`src/rtl/mc_control_if.sv`:
```
// Control bundle between the multi-cycle control FSM and the datapath.
// The FSM takes the master modport; the datapath (or a bench) takes the slave modport.
interface mc_control_if #(
  parameter int IOP_W = 4
);
  logic [5:0]       opcode;
  logic             zero;
  logic             mem_ready;
  logic             pc_write;
  logic             ir_write;
  logic             iord;
  logic             mem_read;
  logic             mem_write;
  logic             reg_write;
  logic             reg_dst;
  logic             mem_to_reg;
  logic             lui_sel;
  logic             link_write;
  logic             alu_src_a;
  logic [1:0]       alu_src_b;
  logic [1:0]       alu_op;
  logic [IOP_W-1:0] i_op;
  logic [1:0]       pc_src;
  logic [1:0]       fault;
  logic             busy;

  modport master (
    input  opcode, zero, mem_ready,
    output pc_write, ir_write, iord, mem_read, mem_write, reg_write, reg_dst,
           mem_to_reg, lui_sel, link_write, alu_src_a, alu_src_b, alu_op,
           i_op, pc_src, fault, busy
  );

  modport slave (
    output opcode, zero, mem_ready,
    input  pc_write, ir_write, iord, mem_read, mem_write, reg_write, reg_dst,
           mem_to_reg, lui_sel, link_write, alu_src_a, alu_src_b, alu_op,
           i_op, pc_src, fault, busy
  );
endinterface

```
`src/rtl/mc_control_fsm.sv`:
```
// Multi-cycle MIPS-subset control FSM: sequences FETCH/DECODE/EXEC/MEM/WB,
// drives datapath enables, and latches sticky illegal-opcode / memory-timeout faults.
module mc_control_fsm #(
  parameter int               MEM_WAIT_MAX = 15,
  parameter int               HAS_JAL      = 1,
  parameter int               IOP_W        = 4,
  parameter logic [IOP_W-1:0] IOP_ADD      = 4'd2,
  parameter logic [IOP_W-1:0] IOP_AND      = 4'd0,
  parameter logic [IOP_W-1:0] IOP_OR       = 4'd1,
  parameter logic [IOP_W-1:0] IOP_SLT      = 4'd7
) (
  input  logic          clk,
  input  logic          rst,
  mc_control_if.master  bus
);

  typedef enum logic [3:0] {
    FETCH, DECODE, MEM_ADDR, MEM_RD, MEM_WB, MEM_WR, R_EXEC, R_WB,
    BRANCH, I_EXEC, I_WB, LUI_WB, JUMP, FAULT
  } state_t;

  localparam logic [7:0] WAIT_MAX = 8'(MEM_WAIT_MAX);

  state_t     state_reg, state_next;
  logic [7:0] wait_cnt_reg, wait_cnt_next;
  logic [5:0] op_q_reg, op_q_next;
  logic [1:0] fault_reg, fault_next;

  always_ff @(posedge clk) begin
    if (!rst) begin
      state_reg    <= FETCH;
      wait_cnt_reg <= 8'd0;
      op_q_reg     <= 6'd0;
      fault_reg    <= 2'b00;
    end else begin
      state_reg    <= state_next;
      wait_cnt_reg <= wait_cnt_next;
      op_q_reg     <= op_q_next;
      fault_reg    <= fault_next;
    end
  end

  always_comb begin
    state_next     = state_reg;
    wait_cnt_next  = wait_cnt_reg;
    op_q_next      = op_q_reg;
    fault_next     = fault_reg;
    bus.pc_write   = 1'b0;
    bus.ir_write   = 1'b0;
    bus.iord       = 1'b0;
    bus.mem_read   = 1'b0;
    bus.mem_write  = 1'b0;
    bus.reg_write  = 1'b0;
    bus.reg_dst    = 1'b0;
    bus.mem_to_reg = 1'b0;
    bus.lui_sel    = 1'b0;
    bus.link_write = 1'b0;
    bus.alu_src_a  = 1'b0;
    bus.alu_src_b  = 2'b00;
    bus.alu_op     = 2'b00;
    bus.i_op       = '0;
    bus.pc_src     = 2'b00;
    bus.fault      = fault_reg;
    bus.busy       = (state_reg != FAULT);

    // Shared wait handling for the three memory states; mem_ready beats the timeout.
    if (state_reg == FETCH || state_reg == MEM_RD || state_reg == MEM_WR) begin
      if (bus.mem_ready) begin
        wait_cnt_next = 8'd0;
      end else if (wait_cnt_reg == WAIT_MAX) begin
        wait_cnt_next = 8'd0;
        state_next    = FAULT;
        fault_next    = 2'b10;
      end else begin
        wait_cnt_next = wait_cnt_reg + 8'd1;
      end
    end

    case (state_reg)
      FETCH: begin
        bus.mem_read  = 1'b1;
        bus.alu_src_b = 2'b01;
        bus.ir_write  = bus.mem_ready;
        bus.pc_write  = bus.mem_ready;
        if (bus.mem_ready) state_next = DECODE;
      end
      DECODE: begin
        bus.alu_src_b = 2'b11;
        op_q_next     = bus.opcode;
        case (bus.opcode)
          6'd35, 6'd43:                        state_next = MEM_ADDR;
          6'd0:                                state_next = R_EXEC;
          6'd4, 6'd5:                          state_next = BRANCH;
          6'd8, 6'd9, 6'd10, 6'd11, 6'd12, 6'd13: state_next = I_EXEC;
          6'd15:                               state_next = LUI_WB;
          6'd2:                                state_next = JUMP;
          6'd3: begin
            if (HAS_JAL != 0) begin
              state_next = JUMP;
            end else begin
              state_next = FAULT;
              fault_next = 2'b01;
            end
          end
          default: begin
            state_next = FAULT;
            fault_next = 2'b01;
          end
        endcase
      end
      MEM_ADDR: begin
        bus.alu_src_a = 1'b1;
        bus.alu_src_b = 2'b10;
        state_next    = (op_q_reg == 6'd35) ? MEM_RD : MEM_WR;
      end
      MEM_RD: begin
        bus.mem_read = 1'b1;
        bus.iord     = 1'b1;
        if (bus.mem_ready) state_next = MEM_WB;
      end
      MEM_WB: begin
        bus.reg_write  = 1'b1;
        bus.mem_to_reg = 1'b1;
        state_next     = FETCH;
      end
      MEM_WR: begin
        bus.mem_write = 1'b1;
        bus.iord      = 1'b1;
        if (bus.mem_ready) state_next = FETCH;
      end
      R_EXEC: begin
        bus.alu_src_a = 1'b1;
        bus.alu_op    = 2'b10;
        state_next    = R_WB;
      end
      R_WB: begin
        bus.reg_write = 1'b1;
        bus.reg_dst   = 1'b1;
        state_next    = FETCH;
      end
      BRANCH: begin
        bus.alu_src_a = 1'b1;
        bus.alu_op    = 2'b01;
        bus.pc_src    = 2'b01;
        bus.pc_write  = ((op_q_reg == 6'd4) && bus.zero) ||
                        ((op_q_reg == 6'd5) && !bus.zero);
        state_next    = FETCH;
      end
      I_EXEC: begin
        bus.alu_src_a = 1'b1;
        bus.alu_src_b = 2'b10;
        bus.alu_op    = 2'b11;
        case (op_q_reg)
          6'd8, 6'd9:   bus.i_op = IOP_ADD;
          6'd10, 6'd11: bus.i_op = IOP_SLT;
          6'd12:        bus.i_op = IOP_AND;
          6'd13:        bus.i_op = IOP_OR;
          default:      bus.i_op = '0;
        endcase
        state_next = I_WB;
      end
      I_WB: begin
        bus.reg_write = 1'b1;
        state_next    = FETCH;
      end
      LUI_WB: begin
        bus.reg_write = 1'b1;
        bus.lui_sel   = 1'b1;
        state_next    = FETCH;
      end
      JUMP: begin
        bus.pc_write = 1'b1;
        bus.pc_src   = 2'b10;
        if (op_q_reg == 6'd3) begin
          bus.reg_write  = 1'b1;
          bus.link_write = 1'b1;
        end
        state_next = FETCH;
      end
      default: begin
        state_next = FAULT;
      end
    endcase

    // Reset holds every output low regardless of the (possibly unknown) state.
    if (!rst) begin
      bus.pc_write   = 1'b0;
      bus.ir_write   = 1'b0;
      bus.iord       = 1'b0;
      bus.mem_read   = 1'b0;
      bus.mem_write  = 1'b0;
      bus.reg_write  = 1'b0;
      bus.reg_dst    = 1'b0;
      bus.mem_to_reg = 1'b0;
      bus.lui_sel    = 1'b0;
      bus.link_write = 1'b0;
      bus.alu_src_a  = 1'b0;
      bus.alu_src_b  = 2'b00;
      bus.alu_op     = 2'b00;
      bus.i_op       = '0;
      bus.pc_src     = 2'b00;
      bus.fault      = 2'b00;
      bus.busy       = 1'b0;
    end
  end

endmodule
```
`src/flat_wrapper.sv`:
```
// flat-port wrapper written by rule: the top's interface ports become plain ports
module mc_control_fsm_flat 
#(
  parameter int               MEM_WAIT_MAX = 15,
  parameter int               HAS_JAL      = 1,
  parameter int               IOP_W        = 4,
  parameter logic [IOP_W-1:0] IOP_ADD      = 4'd2,
  parameter logic [IOP_W-1:0] IOP_AND      = 4'd0,
  parameter logic [IOP_W-1:0] IOP_OR       = 4'd1,
  parameter logic [IOP_W-1:0] IOP_SLT      = 4'd7
)
  (clk, rst, bus_opcode, bus_zero, bus_mem_ready, bus_pc_write, bus_ir_write, bus_iord, bus_mem_read, bus_mem_write, bus_reg_write, bus_reg_dst, bus_mem_to_reg, bus_lui_sel, bus_link_write, bus_alu_src_a, bus_alu_src_b, bus_alu_op, bus_i_op, bus_pc_src, bus_fault, bus_busy);
  mc_control_if #(.IOP_W(IOP_W)) bus_i ();
  input  logic clk;
  input  logic rst;
  input wire logic [$bits(bus_i.opcode)-1:0] bus_opcode;
  input wire logic [$bits(bus_i.zero)-1:0] bus_zero;
  input wire logic [$bits(bus_i.mem_ready)-1:0] bus_mem_ready;
  output wire logic [$bits(bus_i.pc_write)-1:0] bus_pc_write;
  output wire logic [$bits(bus_i.ir_write)-1:0] bus_ir_write;
  output wire logic [$bits(bus_i.iord)-1:0] bus_iord;
  output wire logic [$bits(bus_i.mem_read)-1:0] bus_mem_read;
  output wire logic [$bits(bus_i.mem_write)-1:0] bus_mem_write;
  output wire logic [$bits(bus_i.reg_write)-1:0] bus_reg_write;
  output wire logic [$bits(bus_i.reg_dst)-1:0] bus_reg_dst;
  output wire logic [$bits(bus_i.mem_to_reg)-1:0] bus_mem_to_reg;
  output wire logic [$bits(bus_i.lui_sel)-1:0] bus_lui_sel;
  output wire logic [$bits(bus_i.link_write)-1:0] bus_link_write;
  output wire logic [$bits(bus_i.alu_src_a)-1:0] bus_alu_src_a;
  output wire logic [$bits(bus_i.alu_src_b)-1:0] bus_alu_src_b;
  output wire logic [$bits(bus_i.alu_op)-1:0] bus_alu_op;
  output wire logic [$bits(bus_i.i_op)-1:0] bus_i_op;
  output wire logic [$bits(bus_i.pc_src)-1:0] bus_pc_src;
  output wire logic [$bits(bus_i.fault)-1:0] bus_fault;
  output wire logic [$bits(bus_i.busy)-1:0] bus_busy;
  assign bus_i.opcode = bus_opcode;
  assign bus_i.zero = bus_zero;
  assign bus_i.mem_ready = bus_mem_ready;
  assign bus_pc_write = bus_i.pc_write;
  assign bus_ir_write = bus_i.ir_write;
  assign bus_iord = bus_i.iord;
  assign bus_mem_read = bus_i.mem_read;
  assign bus_mem_write = bus_i.mem_write;
  assign bus_reg_write = bus_i.reg_write;
  assign bus_reg_dst = bus_i.reg_dst;
  assign bus_mem_to_reg = bus_i.mem_to_reg;
  assign bus_lui_sel = bus_i.lui_sel;
  assign bus_link_write = bus_i.link_write;
  assign bus_alu_src_a = bus_i.alu_src_a;
  assign bus_alu_src_b = bus_i.alu_src_b;
  assign bus_alu_op = bus_i.alu_op;
  assign bus_i_op = bus_i.i_op;
  assign bus_pc_src = bus_i.pc_src;
  assign bus_fault = bus_i.fault;
  assign bus_busy = bus_i.busy;
  mc_control_fsm #(.MEM_WAIT_MAX(MEM_WAIT_MAX), .HAS_JAL(HAS_JAL), .IOP_W(IOP_W), .IOP_ADD(IOP_ADD), .IOP_AND(IOP_AND), .IOP_OR(IOP_OR), .IOP_SLT(IOP_SLT)) u_core (.clk(clk), .rst(rst), .bus(bus_i));
endmodule
```
`config.mk`:
```
export PLATFORM = sky130hd
export DESIGN_NAME = mc_control_fsm_flat
export DESIGN_NICKNAME = d
export VERILOG_FILES = /design/src/rtl/mc_control_if.sv /design/src/rtl/mc_control_fsm.sv /design/src/flat_wrapper.sv
export SDC_FILE = /design/constraint.sdc
export NUM_CORES = 1
export LEC_CHECK = 0
export ABC_AREA = 1
export CORE_MARGIN = 1.5
export CORE_UTILIZATION = 30
export CTS_BUF_LIST = sky130_fd_sc_hd__clkbuf_4 sky130_fd_sc_hd__clkbuf_8 sky130_fd_sc_hd__clkbuf_16
export CTS_CLUSTER_DIAMETER = 50
export CTS_CLUSTER_SIZE = 24
export DETAILED_ROUTE_END_ITERATION = 8
export GPL_ROUTABILITY_DRIVEN = 0
export HOLD_SLACK_MARGIN = 0.1
export PLACE_DENSITY_LB_ADDON = 0.15
export SETUP_SLACK_MARGIN = 0.2
export SYNTH_ARGS = -nofsm -noshare
export SYNTH_HDL_FRONTEND = slang
export SYNTH_SLANG_ARGS = --single-unit
```
`constraint.sdc`:
```
create_clock -name clk -period 3.1 [get_ports clk]
set_input_delay 0.31 -clock clk [delete_from_list [all_inputs] [get_ports clk]]
set_output_delay 0.31 -clock clk [all_outputs]
set_load 0.05 [all_outputs]
```
==> flow_summary.ini, run 1 <==
[outcome]
outcome = complete, no violations

[power]
irDropWorstVdd_mv = 0.299
intPower_mw = 0.813
clkPwrFrac = 0.168
comb_power_share = 0.584
p_switching_mw = 0.793
switching_share = 0.494
p_per_area_nw_per_um2 = 785
p_leak_nw = 0.938
p_seq_frac = 0.248

[sta]
fin_crit_sh = 0.828
setup_viol = 0
fin_worst_skew_ps = 6.55
setup_ws_ps = 533
tightest_slew_ps = 505
min_period_ps = 2570
slew-limit-headroom = 0.663
final_max_slew_viol_count = 0
rsz0062_at_grt = no
hold_violations = 0
fin_setup_tns_ps = 0
max_clock_freq_mhz = 390

[route]
antenna_left = 0
viasPerCell = 4.58
drt_iter0_markers = 63
totalWireLength_um = 4010
post_drt_wl_per_cell_um = 11.4
num_vias = 1618
drtPass1Iterations = 4
drc = 0

[global_route]
track_usage = 0.158
antenna_found_initial = 0
grt_pass1_wl_um = 6640
grt_pass1_vias = 1469
grt-ovfl-total = 0
grt_max_degree = 15

[final_layout]
largest_reg_flops = 8
most-common-layout-cells = nor2_1 (53), nand2_1 (49), inv_1 (35)
final_cell_area_um2 = 2050
diodes = 0
layout-drive-gt1-share = 0.126
nNetsFinal = 298
syn_to_final_growth_pct = 39.0
layout_commonest_cell = nor2_1

[clock_network]
ctsHoldBuffers = 0
cts_inserted_buffers = 3
path_clk_slew_ps = 90
htree_num_levels = 1
cts_setup_buffers = 0
cts_tree = done
cts.sinks = 20
cts.path.max_buffers = 2
cts_root_buf = clkbuf_8
cts_resized = 0
insertion_delay_ps = 260

[yosys]
synthCells = 254
yosysSeqAreaShare = 0.272
synth_top_area_frac = 0.272
syn_area_per_cell_um2 = 5.79
syn-num-nets = 265
synth-seq-cells = 20
syn_area_um2 = 1470
yosys-top-cells-area = dfxtp_1 (27%), nor2_1 (14%), nand2_1 (13%)
ys_warn_count = 0
synth_cell_types = 26
synth_top_cell_by_area = dfxtp_1

[min_path]
hold_class = reg2reg

[floorplanning]
die_area_um2 = 5330
die_w_um = 73.0
initial_core_util = 0.312
ios = 34
core-area_um2 = 4720
rows = 25
die_h_um = 73.0

[worst_setup_path]
arrival_ps = 2260
endpoint_kind = output pin
path_class = reg2out
crit_required_ps = 2790
crit_path_start_kind = flop
slowest_delay_ps = 830
crit_fanout = 10
crit_slowest_cell = clkdlybuf4s50_1
cp_top_family = buffers and inverters
path_common_cell = nor2_1
critPathBufInv = 2
path_cells = nor2_1, inv_1, nor2_1, nand2_1, nor2_1, clkdlybuf4s50_1

[flow_run]
cap_violations = 0

[place]
dp_slack_ps = 582
dp_hpwl_um = 3160
portBuffers = 32
postPlaceCellArea_um2 = 1970
## worst min-delay path, delay by kind of cell, from the launching register on
kind                   cells  cell delay (ps)
DFF                        1              320
buffers and inverters      1               50
AOI/OAI and AO/OA          1               50
## layer usage
layer | routed length [µm] | share of wire | global-route usage
met5 | 0 | 0 | 0
met4 | 24 | 0.0060 | 0.0377
met3 | 112 | 0.028 | 0.0235
met2 | 1860 | 0.46 | 0.257
met1 | 2020 | 0.50 | 0.218
## worst paths after layout
kind	from	to	slack, ps	depth (start not counted)
min reg2reg	u_core.fault_reg[1]$_SDFF_PN0_	u_core.fault_reg[1]$_SDFF_PN0_	450	2
max reg2reg	u_core.state_reg[1]$_SDFF_PN0_	u_core.state_reg[1]$_SDFF_PN0_	1500	9
min	u_core.fault_reg[1]$_SDFF_PN0_	u_core.fault_reg[1]$_SDFF_PN0_	450	2
max	u_core.state_reg[1]$_SDFF_PN0_	bus_link_write	530	6
## cells by family (layout without fill, tap and decap cells)
family	Yosys count	count (layout)	share of synthesized area
adders and majority gates	1	1	0.00850
DFF	20	20	0.272
and+or+nand+nor	154	154	0.468
buffers and inverters	44	76	0.125
other	1	1	0.00255
AOI/OAI and AO/OA	33	33	0.118
xor gates and xnor gates	1	1	0.00595
## power groups by stage
stage	logic, mW	registers [mW]	clock network, mW
after floorplan	0.655	0.381	0
after global placement	0.936	0.403	0
after detailed placement	0.937	0.403	0
after CTS	0.939	0.397	0.273
after global routing	1.03	0.410	0.284
final	0.938	0.398	0.270
## through the flow
step / std cells / utilization / power (mW) / hold slack, ps
final: 353 / 0.433 / 1.61 / 452
after global placement: 349 / 0.418 / 1.34 / 441
after global routing: 353 / 0.433 / 1.73 / 468
after floorplan: 254 / - / 1.04 / 426
after CTS: 353 / 0.433 / 1.61 / 456
after detailed placement: 349 / 0.418 / 1.34 / 444
## final cells by class
type	instances	area (µm²)
flip-flops and latches	20	400
inverters	38	143
repair buffers	34	460
clock inverters	1	30.0
fillers	519	2680
clock buffers	3	41.3
well taps	67	83.8
multi-input cells	190	887
## cells in the mapped netlist
cell type and count:
a21oi_1 17, a31oi_1 3, and3_1 1, buf_4 3
buf_6 1, clkbuf_1 2, clkinv_1 1, conb_1 1
dfxtp_1 20, ha_1 1, inv_1 35, inv_2 2
nand2_1 49, nand2_2 7, nand3_1 20, nand3_2 1
nand3b_1 1, nand4_1 6, nor2_1 53, nor2_2 2
nor2_4 2, nor3_1 11, nor3_2 1, o211ai_1 2
o21ai_0 11, xor2_1 1
No activity file was read; power rests on OpenSTA's default activity.
==> run 2, diff against run 1 <==
- clock period: 3.1 -> 2.3 ns (I/O delays scaled with it)
==> flow_summary.ini, run 2 (same netlist as run 1, synthesis figures left out) <==
[route]
post_drt_wl_per_cell_um = 11.3
drt_iter0_markers = 80
antenna_left = 0
viasPerCell = 4.75
drtPass1Iterations = 4
num_vias = 1688
totalWireLength_um = 4000
drc = 0

[worst_setup_path]
endpoint_kind = output pin
crit_path_start_kind = flop
r2r_slack_ps = 760
crit_required_ps = 2070
arrival_ps = 1700
path_class = reg2out
crit_fanout = 5

[place]
dp_hpwl_um = 3190
portBuffers = 32

[global_route]
antenna_found_initial = 0
grt_pass1_wl_um = 7140
track_usage = 0.171
grt_max_degree = 18
grt_pass1_vias = 1570
use_met1 = 0.233
grt-ovfl-total = 0
use_met3 = 0.0290
top_usage_layer = met2
grt.met2_usage = 0.269

[floorplanning]
core-area_um2 = 4720
die_area_um2 = 5330
die_h_um = 73.0
initial_core_util = 0.312
die_w_um = 73.0
rows = 25
ios = 34

[sta]
fin_setup_tns_ps = 0
fin_worst_skew_ps = 2.39
hold_violations = 0
setup_viol = 0
final_max_slew_viol_count = 0
max_clock_freq_mhz = 518
rsz0062_at_grt = no
fin_crit_sh = 0.840
min_period_ps = 1930

[final_layout]
most-common-layout-cells = nor2_1 (51), nand2_1 (48), inv_1 (35)
fillCellCount = 495
layout-drive-gt1-share = 0.198
diodes = 0
nNetsFinal = 300
largest_reg_flops = 8
multi_input_area_um2 = 928
layout.area.seq_um2 = 404
layout_commonest_cell = nor2_1
syn_to_final_growth_pct = 49.1
final_util = 0.465

[power]
clkPwrFrac = 0.131
p_leak_nw = 0.994
p_seq_frac = 0.253
switching_share = 0.507
comb_power_share = 0.616
p_switching_mw = 1.10
intPower_mw = 1.07
p_per_area_nw_per_um2 = 985
irDropWorstVdd_mv = 0.376

[outcome]
outcome = complete, no violations

[clock_network]
ctsHoldBuffers = 0
cts.sinks = 20
htree_num_levels = 1
cts_root_buf = clkbuf_8
cts_tree = done
cts_inserted_buffers = 3
insertion_delay_ps = 270
path_clk_slew_ps = 80
cts.path.max_buffers = 2

[flow_run]
cap_violations = 0

[min_path]
hold_class = reg2reg
## run 2: cell types whose count changed in the layout (fill, tap and decap cells not counted), sizes merged
cell           previous run  this run
buf                      17        27
clkdlybuf4s50            17         9
bufinv                    1         0
clkbuf                    3         4
## run 2: layer usage
layer / share of wire / routed length [µm] / vias to the layer above
li1: - / - / 878
met1: 0.49 / 1940 / 776
met2: 0.47 / 1870 / 29
met3: 0.028 / 114 / 5
met4: 0.017 / 70 / 0
met5: 0 / 0 / -
## run 2: final timing paths
check,from,end,cells after the start
worst max-delay path,u_core.state_reg[3]$_SDFF_PN0_,bus_i_op[0],9
worst max register to register,u_core.wait_cnt_reg[1]$_SDFFE_PN0N_,u_core.state_reg[1]$_SDFF_PN0_,8
worst min register to register,u_core.fault_reg[1]$_SDFF_PN0_,u_core.fault_reg[1]$_SDFF_PN0_,2
worst min-delay path,u_core.fault_reg[1]$_SDFF_PN0_,u_core.fault_reg[1]$_SDFF_PN0_,2
## run 2: power groups by stage
stage	sequential [mW]	combinational, mW	clock (mW)
6_report	0.547	1.33	0.283
5_1_grt	0.560	1.47	0.309
4_1_cts	0.535	1.32	0.294
3_5_place_dp	0.543	1.32	0
3_3_place_gp	0.542	1.32	0
2_1_floorplan	0.513	0.897	0
## run 2: critical path, cell delays in order, from the launching register on
cell     delay [ps]
dfxtp_2         370
inv_1           120
nor2_4          150
nand2_2          90
nor2_1           90
inv_1            90
nor3_4          170
nand2_1         100
o21ai_2          90
buf_12          160
## run 2: cell type report
| class | count | area share |
|---|---|---|
| flip-flops and latches | 20 | 0.184 |
| clock buffers | 4 | 0.0251 |
| repair buffers | 36 | 0.265 |
| multi-input cells | 190 | 0.423 |
| inverters | 38 | 0.0650 |
| well taps | 67 | 0.0382 |
## run 2: timing repair
| action | 4_1_cts | 5_1_grt |
|---|---|---|
| resized for setup | 0 | 9 |
| hold endpoints to repair | 0 | 0 |
| setup buffers | 0 | 1 |
| setup endpoints to repair | 0 | 6 |
## run 2: metrics by stage
stage / cell area (µm²) / cells / total power [mW] / hold slack (ps) / worst slack (ps)
floorplan: 1490 / 254 / 1.41 / 365 / 191
global placement: 2110 / 350 / 1.86 / 440 / 447
detailed placement: 2110 / 350 / 1.86 / 440 / 438
CTS: 2160 / 354 / 2.15 / 453 / 200
global route: 2190 / 355 / 2.33 / 501 / 236
finish: 2190 / 355 / 2.16 / 454 / 369
